File: src/rtl/pipeline_reg_pkg.sv
// Shared pipeline-register types for the RV32I core.
// if_id_reg_t is the {pc, ir} pair carried across the IF/ID boundary.
package pipeline_reg_pkg;

    typedef struct packed {
        logic [31:0] pc;
        logic [31:0] ir;
    } if_id_reg_t;

    // addi x0, x0, 0: the canonical bubble presented to decode when nothing is held.
    localparam logic [31:0] NOP_INSTR = 32'h00000013;

endpackage

File: src/rtl/if_id_buffer.sv
// Elastic IF/ID buffer: small FIFO of {pc, ir} pairs between fetch and decode.
// Presents a NOP bubble when empty; flush discards everything on a redirect.
module if_id_buffer
    import pipeline_reg_pkg::*;
#(
    parameter int DEPTH = 2
) (
    input  logic                     clk,
    input  logic                     rst,
    input  logic                     flush,
    input  logic                     in_valid,
    output logic                     in_ready,
    input  if_id_reg_t               if_reg,
    output logic                     out_valid,
    input  logic                     out_ready,
    output if_id_reg_t               id_reg,
    output logic [$clog2(DEPTH):0]   count
);

    localparam int PTR_W = $clog2(DEPTH);
    localparam logic [PTR_W:0] DEPTH_C = (PTR_W + 1)'(DEPTH);

    if_id_reg_t       mem [DEPTH];
    logic [PTR_W-1:0] wr_ptr_reg;
    logic [PTR_W-1:0] rd_ptr_reg;
    logic [PTR_W:0]   count_reg;
    logic             enq;
    logic             deq;

    // Ready/valid derive only from occupancy, so in_ready never waits on decode.
    always_comb begin
        in_ready  = (count_reg < DEPTH_C);
        out_valid = (count_reg != '0);
        enq       = in_valid & in_ready & ~flush;
        deq       = out_valid & out_ready & ~flush;
        id_reg    = '{pc: 32'h0, ir: NOP_INSTR};
        if (out_valid) begin
            id_reg = mem[rd_ptr_reg];
        end
    end

    // Storage is deliberately left untouched on reset/flush; only pointers clear.
    always_ff @(posedge clk) begin
        if (rst || flush) begin
            wr_ptr_reg <= '0;
            rd_ptr_reg <= '0;
            count_reg  <= '0;
        end else begin
            if (enq) begin
                mem[wr_ptr_reg] <= if_reg;
                wr_ptr_reg      <= wr_ptr_reg + 1'b1;
            end
            if (deq) begin
                rd_ptr_reg <= rd_ptr_reg + 1'b1;
            end
            case ({enq, deq})
                2'b10:   count_reg <= count_reg + 1'b1;
                2'b01:   count_reg <= count_reg - 1'b1;
                default: count_reg <= count_reg;
            endcase
        end
    end

    assign count = count_reg;

endmodule

File: config.mk
export PLATFORM = sky130hd
export DESIGN_NAME = if_id_buffer
export DESIGN_NICKNAME = d
export VERILOG_FILES = /design/src/rtl/pipeline_reg_pkg.sv /design/src/rtl/if_id_buffer.sv
export SDC_FILE = /design/constraint.sdc
export NUM_CORES = 1
export LEC_CHECK = 0
export ABC_CLOCK_PERIOD_IN_PS = 9300
export BUFFER_PORTS_ARGS = -buffer_cell sky130_fd_sc_hd__buf_2
export CAP_MARGIN = 25
export CELL_PAD_IN_SITES_DETAIL_PLACEMENT = 2
export CELL_PAD_IN_SITES_GLOBAL_PLACEMENT = 2
export CORE_MARGIN = 10
export CORE_UTILIZATION = 33
export DETAILED_ROUTE_END_ITERATION = 6
export PLACE_DENSITY_LB_ADDON = 0.1
export SKIP_LAST_GASP = 1
export SLEW_MARGIN = 40
export SYNTH_ARGS = -nofsm -noshare
export SYNTH_HDL_FRONTEND = slang
export SYNTH_SLANG_ARGS = --single-unit
File: constraint.sdc
create_clock -name clk -period 9.3 [get_ports clk]
set_clock_uncertainty 0.1 [all_clocks]
set_input_delay 1.86 -clock clk [delete_from_list [all_inputs] [get_ports clk]]
set_output_delay 1.86 -clock clk [all_outputs]
set_load 0.01 [all_outputs]
== Word level (Yosys, flattened, before mapping) ==
Memory sizes are Yosys's and may differ from the RTL's. A register that Yosys moved wholly into a read port is not among the register bits.
Index checks and enable logic that the tools add are counted.

* Register bits after elaboration: 4
* Memory bits (writable): 128
* Bits of input ports: 69
* Logic and storage cells: 26
* Memories: 1

{| class="wikitable"
|+ Memory list
! memory !! words !! width !! rd ports !! clocked after Yosys merged registers in !! write ports !! line !! source
|-
| mem || 2 || 64 || 1 || 1 || 1 || if_id_buffer.sv:23 || <nowiki>if_id_reg_t mem [DEPTH];</nowiki>
|}

* $add $sub $neg: 4
* Magnitude comparators: 1
* Eq/ne operators: 2
* Multiplexer cells: 7
* Bitwise operators: 5
* Reduce and logical (&&, ||, !) cells: 3

{| class="wikitable"
|+ Operators with widths
! cell !! number
|-
| $mux 64 || 1
|-
| $mux 1 || 5
|-
| $and 1x1->1 || 4
|-
| $pmux 2 s2 || 1
|-
| $reduce_bool 2->1 || 2
|-
| $add 1x1->1 const B || 2
|-
| $add 2x1->2 const B || 1
|-
| $eq 2x1->1 const B || 1
|-
| $eq 2x2->1 const B || 1
|-
| $lt 2x2->1 const B || 1
|-
| $sub 2x1->2 const B || 1
|-
| $logic_or 1x1->1 || 1
|-
| $not 1->1 || 1
|}

== Logic depth before layout (Yosys ltp) ==
Gate-level depths: netlist (run 1).

* Depth in word-level cells: 6
* Depth in mapped cells: 7
* Mapped depth without buffers: 6

== Least setup slack after synthesis (run 1) ==
No wires, ideal clock.

* Kind: input port to flip-flop
* Start: input port flush
* End: memory mem[1][0] in the netlist's numbering, enable pin
* Library setup time: 666 ps
* Data arrival time: 8601 ps
* Setup slack: -67 ps
* Cell stages on the path: 2
* Path through: nand2b_1 -> nor4b_1

* Word-level cells in the longest chain between the ends: 5
* Elaborated cells on any way between the ends: 6
* Classes of those cells: 3 x mux; 2 x bitwise; 1 x reduce/logical

{| class="wikitable"
|+ RTL lines
! what !! line !! source
|-
| start: declaration || if_id_buffer.sv:10 || <nowiki>input logic flush,</nowiki>
|-
| $not 1->1 || if_id_buffer.sv:34 || <nowiki>enq = in_valid & in_ready & ~flush;</nowiki>
|-
| $and 1x1->1 || if_id_buffer.sv:34 ||
|-
| $mux 1 || if_id_buffer.sv:49 || <nowiki>if (enq) begin</nowiki>
|-
| $mux 1 * || if_id_buffer.sv:44 || <nowiki>if (rst || flush) begin</nowiki>
|-
| $mux 1 (not written as such) * || if_id_buffer.sv:50 || <nowiki>mem[wr_ptr_reg] <= if_reg;</nowiki>
|-
| end: declaration || if_id_buffer.sv:23 ||
|}

Mark *: on every way between the ends. The rest lies on a longest branch, timed or not.

==> flow_summary.ini, run 1 <==
[status]
status = complete, no violations

[global_route]
grt_start_max_net_pins = 63
antenna_found_initial = 2
grt_overflow = 0
grt_pass1_vias = 3554
grt_pass1_wl_mm = 19.6
grtUsageTotal = 0.127

[clock_network]
cts_resized = 0
cts_buffers = 17
clk_path_buf_depth = 2
hold_buffers = 0
clock_latency_ns = 0.40
path_clk_slew_ns = 0.05
cts_tree = yes
cts.sinks = 133
cts-root-buf = clkbuf_16
htreeDepth = 4
postCtsSetupRepairBufs = 0

[sta]
relSlewSlack = 0.536
finalCritPeriodShare = 0.457
setup_viol = 0
hold_viol = 0
rsz0062_at_grt = false
min_period_ns = 4.25
fin_tns_setup_ns = 0
fmax_mhz = 235
finalMaxSlewViolations = 0
worst_pin_slew_ns = 0.696

[setup_path]
reg2reg_slack_ns = 7.25
critPathBufInv = 2
cp_max_fo = 34
cp_data_arrival_time_ns = 2.29
cp_slowest_stage_delay_ns = 0.72
critical_path.top_delay_family = buffers and inverters
critical_path_class = register to output port
cp_slowest_cell = dfxtp_4
cp_num_cells = 4
startpoint_type = register
end_kind = output port
ff2ff_path_depth = 5
path_cells = buf_4 > mux2i_1 > nand2_1 > buf_2
r2r_end = count[1]
required_ns = 7.34
reg2reg_from = count[1]

[finish]
drive_gt1_frac = 0.374
nFillCells = 1496
utilization = 0.432
nets = 514
largest_register_ffs = 128
syn2layout_area_growth_pct = 29.4
instances_no_fill = 646

[routing]
wire_per_inst_um = 19.3
via_per_inst = 4.62
firstDrtPassIters = 4
ant_nets = 0
drt_iter0_markers = 129
drt_wl_total_mm = 12.5
drc = 0
vias = 2986

[place]
dp_cells = 613
port_buffers = 136
place_congestion = 0.710
hpwl_mm = 8.32

[run]
drv_cap = 0

[synthesis]
yosys_warnings = 0
synth_compound_area_frac = 0.00348
synth_top_family_by_area = multiplexers
syn_inst = 297
yosys.area_share.xor_xnor = 0.00696
syn_area_sq_um = 5030
synthAdderAreaFrac = 0.00249
synth.distinct_cells = 19
syn-num-nets = 367
synth_seq_cells = 133
synthMuxAreaShare = 0.127
syn_area_per_cell_sq_um = 16.9
synthSimpleGateAreaFrac = 0.0611
yosysSeqAreaShare = 0.783

[die]
initial_core_util = 0.334
die_w_um = 144
ios = 137
die_area_sq_um = 20600
die_h_um = 144
rows = 45
core-area_sq_um = 15100

[worst_hold_path]
hold_start = rd_ptr_reg
hold_path_class = register to register
worstHoldPathCells = 2

[power]
power_density_nw_per_um2 = 208
power.leakage_uw = 0.00240
peakVddDrop_v = 0.0000996
==> worst max-delay path by stage <==
stage	end	startpoint
6_report	id_reg[4]	register
2_1_floorplan	mem[0][0]	flush
3_5_place_dp	id_reg[4]	register
3_3_place_gp	id_reg[4]	register
4_1_cts	id_reg[4]	register
5_1_grt	id_reg[12]	register
==> worst reg2reg max path, stage by stage, from the launching register on <==
cell      delay [ns]
dfxtp_1         0.60
o21ai_0         0.25
nor2_1          0.15
ha_1            0.27
or3_1           0.37
a211oi_1        0.22
==> final cells by class <==
class / instances / area (sq um) / area share
multi-input cells: 148 / 1040 / 0.160
repair buffers: 142 / 726 / 0.111
inverters: 2 / 7.51 / 0.00115
clock buffers: 27 / 503 / 0.0772
clock inverters: 5 / 48.8 / 0.00749
flip-flops and latches: 133 / 3950 / 0.606
diodes: 1 / 2.50 / 0.000384
well taps: 188 / 235 / 0.0361
==> cells in the final DEF (no fill, tap or decap), drive strengths merged, types with 3 or more instances in the layout <==
| cell type | netlist | final |
|---|---|---|
| buf | 13 | 142 |
| edfxtp | 128 | 128 |
| mux2i | 64 | 64 |
| nor2 | 63 | 63 |
| clkbuf | 1 | 27 |
| dfxtp | 5 | 5 |
| nor3 | 4 | 4 |
| clkinv | 0 | 4 |
| nand2 | 3 | 3 |
==> cell usage after synthesis <==
library cell | instances | area share
or3_1 | 1 | 0.0012
dfxtp_1 | 5 | 0.020
nand2b_1 | 2 | 0.0025
buf_2 | 13 | 0.013
a211oi_1 | 1 | 0.0015
mux2i_1 | 64 | 0.13
nor4b_1 | 1 | 0.0017
edfxtp_1 | 128 | 0.76
ha_1 | 1 | 0.0025
xnor2_1 | 2 | 0.0035
nor2_1 | 63 | 0.047
xor2_1 | 2 | 0.0035
nor3_1 | 4 | 0.0040
clkbuf_1 | 1 | 0.00074
nand2_1 | 3 | 0.0022
nor2b_1 | 1 | 0.0012
nor4_1 | 1 | 0.0012
inv_1 | 2 | 0.0015
o21ai_0 | 2 | 0.0020
==> per-layer routing <==
layer,vias to the layer above,part of all wire,track usage,routed length [um]
li1,1402,-,-,-
met1,1474,0.39,0.135,4900
met2,92,0.52,0.219,6480
met3,16,0.074,0.0525,927
met4,2,0.014,0.0473,176
met5,-,0.0011,0,14
==> power breakdown <==
group / switching, uW / total (uW) / internal [uW]
registers: 4.40 / 674 / 670
logic: 35.6 / 60.2 / 24.7
clock network: 224 / 618 / 394
total: 264 / 1350 / 1090
==> logic make-up (layout without fill, tap and decap cells) <==
group                    Yosys count  count (layout)
flip-flops                       133             133
AND/OR/NAND/NOR                   76              76
multiplexers                      64              64
buffers and inverters             16             176
XOR/XNOR                           4               4
AO/OA/AOI/OAI                      3               3
adder cells (fa/ha/maj)            1               1
other                              0               1
==> per-stage QoR <==
| step | hold slack (ns) | instance area, sq um | power, uW | worst slack, ns |
|---|---|---|---|---|
| after floorplan | 0.420 | 5040 | 713 | 0.466 |
| after global placement | 0.448 | 5960 | 746 | 5.45 |
| after detailed placement | 0.466 | 5960 | 749 | 5.41 |
| after CTS | 0.489 | 6510 | 1370 | 4.97 |
| after global routing | 0.529 | 6510 | 1400 | 4.88 |
| final | 0.472 | 6510 | 1350 | 5.05 |
(Power assumes the default switching activity.)
==> run 2: changes to the inputs <==
--- a/config.mk
+++ b/config.mk
@@ -5,7 +5,7 @@
 export SDC_FILE = /design/constraint.sdc
 export NUM_CORES = 1
 export LEC_CHECK = 0
-export ABC_CLOCK_PERIOD_IN_PS = 9300
+export ABC_CLOCK_PERIOD_IN_PS = 3800
 export BUFFER_PORTS_ARGS = -buffer_cell sky130_fd_sc_hd__buf_2
 export CAP_MARGIN = 25
 export CELL_PAD_IN_SITES_DETAIL_PLACEMENT = 2
==> constraint.sdc (replaced) <==
create_clock -name clk -period 3.8 [get_ports clk]
set_clock_uncertainty 0.1 [all_clocks]
set_input_delay 0.76 -clock clk [delete_from_list [all_inputs] [get_ports clk]]
set_output_delay 0.76 -clock clk [all_outputs]
set_load 0.01 [all_outputs]
==> flow_summary.ini, run 2 (synthesized netlist as in run 1, its figures left out) <==
[status]
status = complete, no violations

[sta]
min_period_ns = 2.85
fin_tns_setup_ns = 0
hold_viol = 0
setup_viol = 0
rsz0062_at_grt = false
fmax_mhz = 350
setup_slack_ns = 0.945
finalCritPeriodShare = 0.751
worst_pin_slew_ns = 0.656
hold_ws_ns = 0.430
finalMaxSlewViolations = 0
relSlewSlack = 0.562

[setup_path]
critical_path_class = register to output port
r2r_end = count[1]
cp_max_fo = 39
critPathLaunch = count[1]
ff2ff_path_depth = 5
required_ns = 2.94
reg2reg_slack_ns = 1.60
end_kind = output port
startpoint_type = register
cp_data_arrival_time_ns = 1.99
cp-endpoint = id_reg[51]
reg2reg_from = count[1]

[die]
die_h_um = 144
ios = 137
initial_core_util = 0.334
core-area_sq_um = 15100
die_w_um = 144
die_area_sq_um = 20600
rows = 45

[finish]
syn2layout_area_growth_pct = 29.1
drive_gt1_frac = 0.369
largest_register_ffs = 128
final_common_cell = buf_2
nets = 514
layout_common_cells = 136 x buf_2, 128 x edfxtp_1, 64 x mux2i_1

[power]
seqPwrFrac = 0.512
p_switching_uw = 641
peakVddDrop_v = 0.000257
power_density_nw_per_um2 = 495
power.leakage_uw = 0.00238
p_sw_frac = 0.199
clkPwrFrac = 0.441
p_comb_frac = 0.047
intPower_uw = 2580

[worst_hold_path]
hold_path_class = input port to register

[clock_network]
cts.sinks = 133
path_clk_slew_ns = 0.06
htreeDepth = 4
cts_resized = 0
clk_path_buf_depth = 2
cts_buffers = 17
cts-root-buf = clkbuf_16
hold_buffers = 0
cts_tree = yes
clock_latency_ns = 0.42
postCtsSetupRepairBufs = 0

[place]
place_congestion = 0.759
hpwl_mm = 8.54
port_buffers = 136
place_ws_ns = 1.23

[routing]
wire_per_inst_um = 18.9
vias = 2934
drt_iter0_markers = 165
drt_wl_total_mm = 12.1
firstDrtPassIters = 4
via_per_inst = 4.56
ant_nets = 0
drc = 0

[global_route]
grt_pass1_vias = 3355
grt_overflow = 0
grtUsageTotal = 0.123
grt_pass1_wl_mm = 18.6
grt_start_max_net_pins = 40
antenna_found_initial = 2

[run]
drv_cap = 0
run 2: changes by cell type in the layout (fill, tap and decap cells not counted):
cell / before / now
nor4_4: 0 / 1
clkinv_1: 1 / 3
clkbuf_8: 4 / 0
clkbuf_1: 6 / 5
nor4_2: 1 / 0
buf_4: 6 / 4
clkinv_2: 3 / 4
buf_12: 0 / 2
run 2: critical path, stage by stage (launching register included):
cell and delay [ns]:
dfxtp_1 0.44, nor2_4 0.59, buf_12 0.29, nor2_1 0.08, buf_2 0.15
run 2: layout make-up:
class / count / area, sq um
diodes: 1 / 2.50
well taps: 188 / 235
clock buffers: 22 / 444
repair buffers: 142 / 751
flip-flops and latches: 133 / 3950
clock inverters: 8 / 61.3
fillers: 1508 / 8590
inverters: 2 / 7.51
multi-input cells: 148 / 1050
run 2: layer usage:
metal  GRT usage  vias to the layer above  wire (um)
met2       0.201                       81       6180
met1       0.134                     1429       4840
met4      0.0564                        2        231
met5           0                        -         13
li1            -                     1403          -
met3      0.0545                       19        883
run 2: how the worst min path moves through the flow:
stage               start    endpoint  cells after the start
3_3_place_gp   rd_ptr_reg  rd_ptr_reg                      2
2_1_floorplan  rd_ptr_reg    register                      2
3_5_place_dp   rd_ptr_reg  rd_ptr_reg                      2
5_1_grt         if_reg[0]   mem[0][0]                      1
6_report       if_reg[27]  mem[0][27]                      1
4_1_cts         if_reg[0]   mem[0][0]                      1
run 2: power groups by stage:
stage	clock (uW)	sequential [uW]	combinational, uW
2_1_floorplan	0	1680	66.0
3_3_place_gp	0	1680	151
3_5_place_dp	0	1680	155
4_1_cts	1460	1650	157
5_1_grt	1540	1650	169
6_report	1420	1650	151
run 2: through the flow:
| stage | total power [uW] | util | cell area, sq um | instances |
|---|---|---|---|---|
| after floorplan | 1740 | - | 5060 | 297 |
| after global placement | 1830 | 0.397 | 5990 | 613 |
| after detailed placement | 1830 | 0.397 | 5990 | 613 |
| after CTS | 3270 | 0.431 | 6500 | 643 |
| after global routing | 3360 | 0.431 | 6500 | 643 |
| final | 3220 | 0.431 | 6500 | 644 |
